--- src/rtl/sys_axi_w_buffer_if.sv ---
// AXI4 write-data (W) channel bundle.
// The master drives the beat, the slave drives ready.
interface sys_axi_w_buffer_if #(
    parameter int DATA_WIDTH = 64,
    parameter int STRB_WIDTH = DATA_WIDTH / 8
);
    logic [DATA_WIDTH-1:0] wdata;
    logic [STRB_WIDTH-1:0] wstrb;
    logic                  wlast;
    logic                  wvalid;
    logic                  wready;

    modport master (
        output wdata,
        output wstrb,
        output wlast,
        output wvalid,
        input  wready
    );

    modport slave (
        input  wdata,
        input  wstrb,
        input  wlast,
        input  wvalid,
        output wready
    );
endinterface

--- src/rtl/sys_axi_w_buffer.sv ---
// AXI4 W-channel FIFO buffer.
// Optional store-and-forward: a burst is released only once its WLAST beat is held.
module sys_axi_w_buffer #(
    parameter int DATA_WIDTH = 64,
    parameter int STRB_WIDTH = DATA_WIDTH / 8,
    parameter int DEPTH      = 8,
    parameter bit STORE_FWD  = 1'b0
) (
    input  logic                     clk_i,
    input  logic                     arstn_i,
    sys_axi_w_buffer_if.slave        s_w,
    sys_axi_w_buffer_if.master       m_w,
    output logic [$clog2(DEPTH):0]   level_o,
    output logic [$clog2(DEPTH):0]   bursts_o,
    output logic                     long_burst_o
);

    localparam int AW = $clog2(DEPTH);
    localparam int PW = AW + 1;
    localparam int EW = DATA_WIDTH + STRB_WIDTH + 1;

    typedef logic [PW-1:0] ptr_t;

    logic [EW-1:0] mem_q [DEPTH];

    ptr_t wr_ptr_q;
    ptr_t wr_ptr_d;
    ptr_t rd_ptr_q;
    ptr_t rd_ptr_d;
    ptr_t level_q;
    ptr_t level_d;
    ptr_t bursts_q;
    ptr_t bursts_d;

    logic ready_q;
    logic ready_d;
    logic ovr_q;
    logic ovr_d;
    logic long_q;
    logic long_d;

    logic          full;
    logic          empty;
    logic          push;
    logic          pop;
    logic          push_last;
    logic          pop_last;
    logic          ovr_set;
    logic          gate_open;
    logic [EW-1:0] head;

    assign full = (wr_ptr_q[AW] != rd_ptr_q[AW]) &&
                  (wr_ptr_q[AW-1:0] == rd_ptr_q[AW-1:0]);
    assign empty = (wr_ptr_q == rd_ptr_q);

    assign head = mem_q[rd_ptr_q[AW-1:0]];

    assign push      = s_w.wvalid & ready_q;
    assign pop       = m_w.wvalid & m_w.wready;
    assign push_last = push & s_w.wlast;
    assign pop_last  = pop & head[0];

    // A burst longer than the FIFO can never complete inside it,
    // so the buffer falls back to cut-through until its WLAST leaves.
    assign ovr_set = STORE_FWD && full && (bursts_q == '0);

    assign gate_open = !STORE_FWD || (bursts_q != '0) ||
                       ovr_q || ovr_set;

    assign s_w.wready = ready_q;
    assign m_w.wvalid = !empty && gate_open;
    assign m_w.wdata  = head[EW-1 -: DATA_WIDTH];
    assign m_w.wstrb  = head[STRB_WIDTH:1];
    assign m_w.wlast  = head[0];

    assign level_o      = level_q;
    assign bursts_o     = bursts_q;
    assign long_burst_o = long_q;

    always_comb begin
        wr_ptr_d = wr_ptr_q + PW'(push);
        rd_ptr_d = rd_ptr_q + PW'(pop);
        level_d  = level_q + PW'(push) - PW'(pop);
        bursts_d = bursts_q;
        unique case ({push_last, pop_last})
            2'b10:   bursts_d = bursts_q + 1'b1;
            2'b01:   bursts_d = bursts_q - 1'b1;
            default: bursts_d = bursts_q;
        endcase
        // Ready is a flop: a pop never frees a slot in the same cycle.
        ready_d = (level_d != PW'(DEPTH));
        ovr_d   = ovr_q;
        if (pop_last) begin
            ovr_d = 1'b0;
        end
        if (ovr_set) begin
            ovr_d = 1'b1;
        end
        long_d = long_q | ovr_set;
    end

    always_ff @(posedge clk_i or negedge arstn_i) begin
        if (!arstn_i) begin
            wr_ptr_q <= '0;
            rd_ptr_q <= '0;
            level_q  <= '0;
            bursts_q <= '0;
            ready_q  <= 1'b0;
            ovr_q    <= 1'b0;
            long_q   <= 1'b0;
        end else begin
            wr_ptr_q <= wr_ptr_d;
            rd_ptr_q <= rd_ptr_d;
            level_q  <= level_d;
            bursts_q <= bursts_d;
            ready_q  <= ready_d;
            ovr_q    <= ovr_d;
            long_q   <= long_d;
        end
    end

    always_ff @(posedge clk_i) begin
        if (push) begin
            mem_q[wr_ptr_q[AW-1:0]] <= {s_w.wdata, s_w.wstrb, s_w.wlast};
        end
    end

    a_bursts_le_level: assert property (
        @(posedge clk_i) disable iff (!arstn_i)
        bursts_q <= level_q
    );

    a_no_push_full: assert property (
        @(posedge clk_i) disable iff (!arstn_i)
        full |-> !push
    );

    a_valid_stable: assert property (
        @(posedge clk_i) disable iff (!arstn_i)
        (m_w.wvalid && !m_w.wready) |=>
            (m_w.wvalid && $stable(head))
    );

endmodule

--- src/flat_wrapper.sv ---
// flat-port wrapper written by rule: the top's interface ports become plain ports
module sys_axi_w_buffer_flat 
#(
    parameter int DATA_WIDTH = 64,
    parameter int STRB_WIDTH = DATA_WIDTH / 8,
    parameter int DEPTH      = 8,
    parameter bit STORE_FWD  = 1'b0
)
  (clk_i, arstn_i, level_o, bursts_o, long_burst_o, s_w_wdata, s_w_wstrb, s_w_wlast, s_w_wvalid, s_w_wready, m_w_wdata, m_w_wstrb, m_w_wlast, m_w_wvalid, m_w_wready);
  sys_axi_w_buffer_if #(.DATA_WIDTH(DATA_WIDTH), .STRB_WIDTH(STRB_WIDTH)) s_w_i ();
  sys_axi_w_buffer_if #(.DATA_WIDTH(DATA_WIDTH), .STRB_WIDTH(STRB_WIDTH)) m_w_i ();
  input  logic clk_i;
  input  logic arstn_i;
  output logic [$clog2(DEPTH):0] level_o;
  output logic [$clog2(DEPTH):0] bursts_o;
  output logic long_burst_o;
  input wire logic [$bits(s_w_i.wdata)-1:0] s_w_wdata;
  input wire logic [$bits(s_w_i.wstrb)-1:0] s_w_wstrb;
  input wire logic [$bits(s_w_i.wlast)-1:0] s_w_wlast;
  input wire logic [$bits(s_w_i.wvalid)-1:0] s_w_wvalid;
  output wire logic [$bits(s_w_i.wready)-1:0] s_w_wready;
  output wire logic [$bits(m_w_i.wdata)-1:0] m_w_wdata;
  output wire logic [$bits(m_w_i.wstrb)-1:0] m_w_wstrb;
  output wire logic [$bits(m_w_i.wlast)-1:0] m_w_wlast;
  output wire logic [$bits(m_w_i.wvalid)-1:0] m_w_wvalid;
  input wire logic [$bits(m_w_i.wready)-1:0] m_w_wready;
  assign s_w_i.wdata = s_w_wdata;
  assign s_w_i.wstrb = s_w_wstrb;
  assign s_w_i.wlast = s_w_wlast;
  assign s_w_i.wvalid = s_w_wvalid;
  assign s_w_wready = s_w_i.wready;
  assign m_w_wdata = m_w_i.wdata;
  assign m_w_wstrb = m_w_i.wstrb;
  assign m_w_wlast = m_w_i.wlast;
  assign m_w_wvalid = m_w_i.wvalid;
  assign m_w_i.wready = m_w_wready;
  sys_axi_w_buffer #(.DATA_WIDTH(DATA_WIDTH), .STRB_WIDTH(STRB_WIDTH), .DEPTH(DEPTH), .STORE_FWD(STORE_FWD)) u_core (.clk_i(clk_i), .arstn_i(arstn_i), .s_w(s_w_i), .m_w(m_w_i), .level_o(level_o), .bursts_o(bursts_o), .long_burst_o(long_burst_o));
endmodule
--- config.mk ---
export PLATFORM = sky130hd
export DESIGN_NAME = sys_axi_w_buffer_flat
export DESIGN_NICKNAME = d
export VERILOG_FILES = /design/src/rtl/sys_axi_w_buffer_if.sv /design/src/rtl/sys_axi_w_buffer.sv /design/src/flat_wrapper.sv
export SDC_FILE = /design/constraint.sdc
export NUM_CORES = 1
export LEC_CHECK = 0
export CORE_AREA = 3 3 214 216
export CTS_CLUSTER_SIZE = 28
export DETAILED_ROUTE_END_ITERATION = 12
export DIE_AREA = 0 0 217 219
export GPL_TIMING_DRIVEN = 0
export MAX_ROUTING_LAYER = met4
export PLACE_DENSITY_LB_ADDON = 0.1
export REMOVE_ABC_BUFFERS = 1
export SLEW_MARGIN = 30
export SYNTH_ARGS = -nofsm -noshare
export SYNTH_HDL_FRONTEND = slang
export SYNTH_SLANG_ARGS = --single-unit
--- constraint.sdc ---
create_clock -name clk_i -period 5.9 [get_ports clk_i]
set_input_delay 1.18 -clock clk_i [delete_from_list [all_inputs] [get_ports clk_i]]
set_output_delay 1.18 -clock clk_i [all_outputs]
set_load 0.01 [all_outputs]
### After elaboration in Yosys (flattened, before gate mapping)

Memories as Yosys holds them, arrays and structs flattened.
Index checks and enable logic that the tools add are counted.

| storage, ports and cells | value |
|---|---|
| register bits | 17 |
| RAM bits | 584 |
| logic and storage cells | 25 |
| memories kept | 1 |

| operators by class | value |
|---|---|
| reduce and logical (&&, ||, !) cells | 2 |
| $add $sub $neg | 6 |
| bitwise logic cells | 4 |
| equal/unequal tests | 4 |
| mux-type cells | 3 |

Memory list:

| name | words | bits a word | read ports | clocked after memory_dff | write ports | line | RTL |
|---|---|---|---|---|---|---|---|
| u_core.mem_q | 8 | 73 | 1 | 0 | 1 | sys_axi_w_buffer.sv:24 | `logic [EW-1:0] mem_q [DEPTH];` |

Operators by type and width:

| cell | count |
|---|---|
| adder 4 x 1 -> 4 bit | 3 |
| one-hot mux 4 bit (2 select lines) | 1 |
| adder 4 x 1 -> 4 bit (second input constant) | 1 |
| bitwise AND 1 bit | 4 |
| == test 4 bit | 1 |
| != test 4 bit (second input constant) | 1 |
| subtractor 4 x 1 -> 4 bit | 1 |
| subtractor 4 x 1 -> 4 bit (second input constant) | 1 |
| == test 2 x 1 -> 1 bit (second input constant) | 1 |
| == test 2 bit (second input constant) | 1 |
| two-way mux 1 bit | 2 |
| nonzero test 2 bit | 1 |
| zero test 1 bit | 1 |

### Longest topological paths before layout

Gate-level depths: netlist of run 1.

| depth | value |
|---|---|
| word-level depth | 6 |
| gate-level depth with buffers | 12 |
| mapped depth without buffers | 10 |

### Worst setup path before layout of run 1

Ideal clock, no wire load.

| timing path | value |
|---|---|
| path kind | input -> register |
| from | in s_w_wvalid |
| to | mem u_core.mem_q[0][0] (netlist bit) (enable) |
| setup time | 594 ps |
| setup slack | -1132 ps |
| buffers on the path | 0 |
| arrival time | 6438 ps |
| stages | 3 |
| cell sequence | and2_1 -> nand2b_1 -> nor3_1 |

| between the ends | value |
|---|---|
| longest elaborated chain between the ends | 3 |

RTL lines:

| item | line | RTL |
|---|---|---|
| from (decl) | flat_wrapper.sv:20 | `input wire logic [$bits(s_w_i.wvalid)-1:0] s_w_wvalid;` |
| bitwise AND 1 bit | sys_axi_w_buffer.sv:58 | `assign push = s_w.wvalid & ready_q;` |
| two-way mux 1 bit | sys_axi_w_buffer.sv:123 | `if (push) begin` |
| two-way mux 1 bit (implied by the code) | sys_axi_w_buffer.sv:124 | `mem_q[wr_ptr_q[AW-1:0]] <= {s_w.wdata, s_w.wstrb, s_w.wlast};` |
| to (decl) | sys_axi_w_buffer.sv:24 |  |

Every way passes these cells.

### Final worst setup path of run 1

| timing path | value |
|---|---|
| from | reg u_core.rd_ptr_q[0] |
| to | out m_w_wdata[54] |

| between the ends | value |
|---|---|
| longest elaborated chain between the ends | 1 |

RTL lines:

| item | line | RTL |
|---|---|---|
| from (decl) | sys_axi_w_buffer.sv:28 | `ptr_t rd_ptr_q;` |
| from (signal assigned) | sys_axi_w_buffer.sv:113 | `rd_ptr_q <= rd_ptr_d;` |
| memory read (8 x 73 bit) | n/a |  |
| to (decl) | flat_wrapper.sv:22 | `output wire logic [$bits(m_w_i.wdata)-1:0] m_w_wdata;` |

Every way passes these cells.

==> reports/metrics.cfg, run 1 <==
[timing]
report.final.setup_viol = 0
setup_slack_ps = 1010
slew_violations = 0
worst_max_slew_pin_slew_ps = 777
timing.fmax_mhz = 204
grt_setup_unrepaired = false
final_skew_ps = 13.9
final_period_utilization_pct = 82.9
hold_violations = 0
slew_headroom_pct = 48.0
finalWorstPathRequiredPeriod_ps = 4890

[setup_path]
crit_path_top_delay_cell = sky130_fd_sc_hd__dfrtp_4
crit_start = u_core.rd_ptr_q[0]
path_common_cell = sky130_fd_sc_hd__buf_12
ff_to_ff_path_depth = 11
worst-path-max-fanout = 32
r2r_slack_ps = 2430
end_point_of_the_critical_path = m_w_wdata[54]
rr_startpoint = u_core.rd_ptr_q[0]
cp_slowest_stage_delay_ps = 810
r2r-end = u_core.bursts_o[2]
worst_path_required_ps = 4720
setup.worst_path.class = flip-flop to primary output
critPathLaunchType = flip-flop
path_cells = buf_12 -> buf_16 -> buf_12 -> mux4_1 -> mux2_2 -> clkdlybuf4s50_1
critPathArrivalTime_ps = 3710
critical_path_end_type = primary output

[final_layout]
number_of_fillers_in_the_final_layout = 2965
syn_to_final_growth_pct = 21.9
mostFrequentLayoutCells = sky130_fd_sc_hd__edfxtp_1 (584), sky130_fd_sc_hd__clkdlybuf4s50_1 (159), sky130_fd_sc_hd__mux4_1 (101), sky130_fd_sc_hd__mux2_2 (74), sky130_fd_sc_hd__clkbuf_16 (61)
final_common_cell = sky130_fd_sc_hd__edfxtp_1
ff_latch_area_mm2 = 0.0180
finished_layout_cells = 1810
multi_input_comb_area_mm2 = 0.00503
nNetsFinal = 1265
post_route_cells_drive_above_1_share_pct = 21.8
layout.cell_area.non_filler_mm2 = 0.0283

[clocking]
numCtsBuffers = 58
tritoncts = yes
post_cts_hold_fix_bufs = 0
number_of_buffers_between_clock_root_and_the_deepest_sink = 3
clock_latency_late_sink_ps = 600
cts.htree.levels = 2
cts_post_setup_buffers_inserted = 0
cts.reportedPaths.clkPinSlew_ps = 60
clock_tree.root_cell = sky130_fd_sc_hd__clkbuf_16
cts_num_sinks = 601
cts-resized-gates = 0

[outcome]
run_status = finished clean

[floorplan]
rows = 77
core_region_area_mm2 = 0.0441
die-area_mm2 = 0.0475
initial_core_util_pct = 52.7
i_o_pin_count = 161
overall_die_height_um = 219
floorplan.die.width_um = 217

[power_and_ir_drop]
worst_ir_drop_vdd_mv = 0.379
report.power.total_w = 0.0137
total_leakage_power_nw = 9.43
power.density_cell_area_mw_per_mm2 = 482

[placement]
dpl_cell_area_mm2 = 0.0266
port_buffers = 159
routabilityCongestion = 0.701
hpwl_detailed_mm = 27.6
placed_cells = 1708
post-place-ws_ps = 1560

[synthesis]
postSynthCellCount = 930
yosys-top-cells-area = sky130_fd_sc_hd__edfxtp_1 (75%), sky130_fd_sc_hd__mux4_1 (11%), sky130_fd_sc_hd__mux4_2 (4.4%)
yosysWarningCount = 0
area_share_of_the_largest_cell_type_after_synthesis_pct = 75.4
synth_top_area_cell = sky130_fd_sc_hd__edfxtp_1
yosys.cell_types.count = 30
mean_syn_cell_area_um2 = 25.0
synth.cell_area_mm2 = 0.0233
synth_sequential_area_ratio_pct = 77.2
synth-seq-cells = 601

[detailed_routing]
drt_first_iter_violations = 634
detailedRoute.firstPassIterationCount = 4
detail_route.drc_violations = 0
viasPerCell = 5.66
ant_nets = 0
route.final.wire_length_mm = 44.1
wire_per_inst_um = 24.4
dr_total_vias = 10200

[worst_hold_path]
class_of_the_worst_hold_path = flip-flop to flip-flop

[global_routing]
largest_net_degree_at_the_start_of_global_routing = 47
grt_usage_pct = 19.5
via_count_of_the_first_global_routing_pass = 10900
overflow = 0
grt_antenna_before_repair = 3
grt_first_pass_wirelength_mm = 67.0

[run]
timing.max_cap.violations = 0

==> cells by family (layout without fill, tap and decap cells) <==
group	after synthesis	count (layout)	share of synthesized area (%)
buffers and inverters	47	332	1.36
xor gates and xnor gates	16	16	0.603
other	1	4	0.0161
and+or+nand+nor	27	27	0.581
adders and majority gates	12	12	0.678
muxes	220	220	19.4
AOI/OAI and AO/OA	6	6	0.161
DFF	601	601	77.2
==> flip-flops by register name (all words and copies together) (netlist names) <==
signal	count
u_core.s_w.wready	1
u_core.level_o	4
u_core.wr_ptr_q	4
u_core.rd_ptr_q	4
u_core.bursts_o	4
u_core.mem_q	584
==> cell type report <==
type                       instances  area share [%]
tap                              592            2.61
antenna                            3          0.0265
clock inverter                    17           0.336
sequential                       601            63.4
inverter                           5          0.0662
clock buffer                      82            5.66
timing repair buffer             228            10.1
multi-input combinational        282            17.7
==> worst min-delay path by stage <==
| stage | slack [ps] | endpoint | from | cells after the start |
|---|---|---|---|---|
| final | 480 | u_core.bursts_o[3] | u_core.bursts_o[3] | 1 |
| after CTS | 480 | u_core.bursts_o[3] | u_core.bursts_o[3] | 1 |
| after global routing | 490 | u_core.bursts_o[3] | u_core.bursts_o[3] | 1 |
| after global placement | 460 | u_core.bursts_o[3] | u_core.bursts_o[3] | 1 |
| after floorplan | 470 | u_core.wr_ptr_q[3] | u_core.wr_ptr_q[3] | 1 |
| after detailed placement | 460 | u_core.bursts_o[3] | u_core.bursts_o[3] | 1 |
==> synthesized netlist by cell type (all sizes together) <==
| cell | count |
|---|---|
| buf | 35 |
| edfxtp | 584 |
| clkbuf | 7 |
| nor3 | 3 |
| xnor2 | 9 |
| nor2b | 3 |
| inv | 5 |
| nand2 | 4 |
| mux4 | 146 |
| and3 | 1 |
| o32ai | 1 |
| xor2 | 7 |
| fa | 1 |
| a21oi | 3 |
| nor2 | 7 |
| ha | 11 |
| a21o | 1 |
| nand3 | 2 |
| and2 | 2 |
| conb | 1 |
| dfrtp | 17 |
| nand2b | 3 |
| a31oi | 1 |
| nand4 | 1 |
| mux2 | 74 |
| or3 | 1 |
==> through the flow <==
step                util, %  hold WS [ps]   TNS, ps
global placement       57.3           455  -2877340
CTS                    64.2           481         0
global route           64.2           493         0
finish                 64.2           481         0
detailed placement     60.4           463         0
floorplan                 -           466   -229700
==> power by group <==
part	switching [W]	internal (W)	total (W)
clock	0.00144	0.00191	0.00335
sequential	0.000278	0.00535	0.00563
combinational	0.00203	0.00265	0.00468
==> metal layers <==
layer / global-route usage, % / vias to the layer above / share of wire (%)
li1: - / 4553 / -
met1: 26.9 / 5431 / 45
met2: 30.8 / 197 / 49
met3: 3.38 / 66 / 4.2
met4: 5.41 / 0 / 1.9
met5: - / - / 0
==> worst max-delay path, delay by kind of cell, from the launching register on <==
family / cells / cell delay (ps)
mux: 2 / 860
flops: 1 / 810
buf+inv: 4 / 1380
Power figures use the tool's default switching activity.
==> run 2, diff against run 1 <==
CORE_AREA = 3 3 203 205   (was 3 3 214 216)
DIE_AREA = 0 0 206 208   (was 0 0 217 219)
clock period = 4.6 ns   (was 5.9 ns; I/O delays follow)
==> reports/metrics.cfg, run 2 (same netlist as run 1, synthesis figures left out) <==
[setup_path]
critPathLaunchType = flip-flop
setup.worst_path.class = flip-flop to primary output
worst-path-max-fanout = 32  ; unchanged
critical_path_end_type = primary output
critPathArrivalTime_ps = 3500  ; -210 ps
worst_path_required_ps = 3680  ; -1040 ps

[timing]
final_skew_ps = 11.5  ; -2.34 ps
worst_max_slew_pin_slew_ps = 750  ; -27.8 ps
grt_setup_unrepaired = false
hold_violations = 0  ; unchanged
final_period_utilization_pct = 96.0
slew_violations = 0  ; unchanged
finalWorstPathRequiredPeriod_ps = 4420
slew_headroom_pct = 49.9  ; +1.9 points
report.final.setup_viol = 0  ; unchanged
timing.fmax_mhz = 226
final_sum_of_negative_setup_slack_ps = 0  ; unchanged

[detailed_routing]
dr_total_vias = 10300  ; +0.75%
detail_route.drc_violations = 0  ; unchanged
ant_nets = 0  ; unchanged
route.final.wire_length_mm = 44.3  ; +0.36%
drt_first_iter_violations = 689  ; +8.7%
viasPerCell = 5.90  ; +4.2%
wire_per_inst_um = 25.3  ; +3.8%
detailedRoute.firstPassIterationCount = 5  ; +1

[clocking]
clock_latency_late_sink_ps = 580  ; -20 ps
cts.reportedPaths.clkPinSlew_ps = 60  ; about the same
number_of_buffers_between_clock_root_and_the_deepest_sink = 3  ; unchanged
tritoncts = yes
numCtsBuffers = 58  ; unchanged
cts_num_sinks = 601  ; unchanged
cts.htree.levels = 2  ; unchanged
cts-resized-gates = 0  ; unchanged
clock_tree.root_cell = sky130_fd_sc_hd__clkbuf_16
post_cts_hold_fix_bufs = 0  ; unchanged
cts_post_setup_buffers_inserted = 0  ; unchanged

[global_routing]
grt_first_pass_wirelength_mm = 66.8  ; -0.31%
largest_net_degree_at_the_start_of_global_routing = 43  ; -8.5%
overflow = 0  ; unchanged
grt_antenna_before_repair = 4  ; +1
grt_usage_pct = 21.8  ; +2.3 points
via_count_of_the_first_global_routing_pass = 10900  ; +0.55%

[final_layout]
final_common_cell = sky130_fd_sc_hd__edfxtp_1
nNetsFinal = 1263  ; -0.16%
number_of_fillers_in_the_final_layout = 2352  ; -21%
layout.cell_area.non_filler_mm2 = 0.0284  ; about the same
mostFrequentLayoutCells = sky130_fd_sc_hd__edfxtp_1 (584), sky130_fd_sc_hd__clkdlybuf4s50_1 (159), sky130_fd_sc_hd__mux4_1 (101), sky130_fd_sc_hd__mux2_2 (74), sky130_fd_sc_hd__clkbuf_16 (59)
post_route_cells_drive_above_1_share_pct = 22.0  ; +0.22 points
largest_register_ffs = 584  ; unchanged
final_core_util_pct = 71.5  ; +7.3 points
syn_to_final_growth_pct = 22.0  ; about the same

[floorplan]
die-area_mm2 = 0.0428  ; -9.8%
floorplan.die.width_um = 206  ; -5.1%
core_region_area_mm2 = 0.0396  ; -10%
overall_die_height_um = 208  ; -5.0%
i_o_pin_count = 161  ; unchanged
initial_core_util_pct = 58.7  ; +6.0 points
rows = 73  ; -5.2%

[placement]
port_buffers = 159  ; unchanged
hpwl_detailed_mm = 28.7  ; +3.7%
routabilityCongestion = 0.659  ; -6.0%
dpl_cell_area_mm2 = 0.0265  ; -0.49%

[run]
timing.max_cap.violations = 0  ; unchanged

[power_and_ir_drop]
total_leakage_power_nw = 9.47  ; +0.49%
worst_ir_drop_vdd_mv = 0.584  ; +54%
power.density_cell_area_mw_per_mm2 = 627  ; +30%

[outcome]
run_status = finished clean

[worst_hold_path]
class_of_the_worst_hold_path = flip-flop to flip-flop

## run 2: cell count changes in the layout (fill, tap and decap cells not counted), moves of 2 or more
cell / change
sky130_fd_sc_hd__clkbuf_16: -2
sky130_fd_sc_hd__buf_16: -2
sky130_fd_sc_hd__clkbuf_1: -10
sky130_fd_sc_hd__bufinv_16: +5
sky130_fd_sc_hd__clkinv_1: +12
sky130_fd_sc_hd__clkbuf_8: +2
## run 2: through the flow
| step | total power (W) | setup WS (ps) | cells | hold WS (ps) |
|---|---|---|---|---|
| finish | 0.0178 | 183 | 1750 | 472 |
| global route | 0.0186 | 17.3 | 1750 | 482 |
| CTS | 0.0180 | 78.1 | 1746 | 475 |
| detailed placement | 0.0134 | 708 | 1639 | 464 |
| global placement | 0.0128 | -8490 | 1572 | 462 |
| floorplan | 0.0108 | -2320 | 888 | 466 |
## run 2: per-layer routing
| metal | track usage (%) | wire length, um |
|---|---|---|
| met5 | - | 0 |
| met4 | 5.27 | 777 |
| met3 | 4.04 | 2290 |
| met2 | 34.7 | 22700 |
| met1 | 30.0 | 18500 |
## run 2: critical path, cell delays in order (launching register included)
cell	delay, ps
sky130_fd_sc_hd__dfrtp_4	840
sky130_fd_sc_hd__buf_12	310
sky130_fd_sc_hd__buf_12	260
sky130_fd_sc_hd__mux4_1	620
sky130_fd_sc_hd__mux2_2	280
sky130_fd_sc_hd__clkdlybuf4s50_1	530
## run 2: final timing paths
| kind | startpoint | endpoint | slack (ps) | cells past startpoint |
|---|---|---|---|---|
| min in group asynchronous | arstn_i | u_core.bursts_o[2] | 780 | 1 |
| worst max-delay path | u_core.rd_ptr_q[0] | m_w_wdata[22] | 180 | 5 |
| max in group asynchronous | arstn_i | u_core.rd_ptr_q[1] | 3270 | 1 |
| worst min-delay path | u_core.bursts_o[3] | u_core.bursts_o[3] | 470 | 1 |
| worst min register to register | u_core.bursts_o[3] | u_core.bursts_o[3] | 470 | 1 |
| worst max register to register | u_core.rd_ptr_q[0] | u_core.bursts_o[2] | 1100 | 11 |
## run 2: layout make-up
type | instances | area, um2 | area share [%]
Clock buffer | 72 | 1550 | 5.45
Sequential cell | 601 | 18000 | 63.4
Inverter | 5 | 18.8 | 0.0662
Clock inverter | 35 | 302 | 1.06
Multi-Input combinational cell | 282 | 5030 | 17.7
Tap cell | 525 | 657 | 2.32
Antenna cell | 4 | 10.0 | 0.0353
Timing Repair Buffer | 226 | 2820 | 9.96
## run 2: power by group
part           internal (W)  total (W)  switching (W)  leakage, nW
combinational       0.00337    0.00592        0.00255         3.08
clock               0.00269    0.00457        0.00188        0.893
sequential          0.00687    0.00729       0.000420         5.50
total                0.0129     0.0178        0.00485         9.47
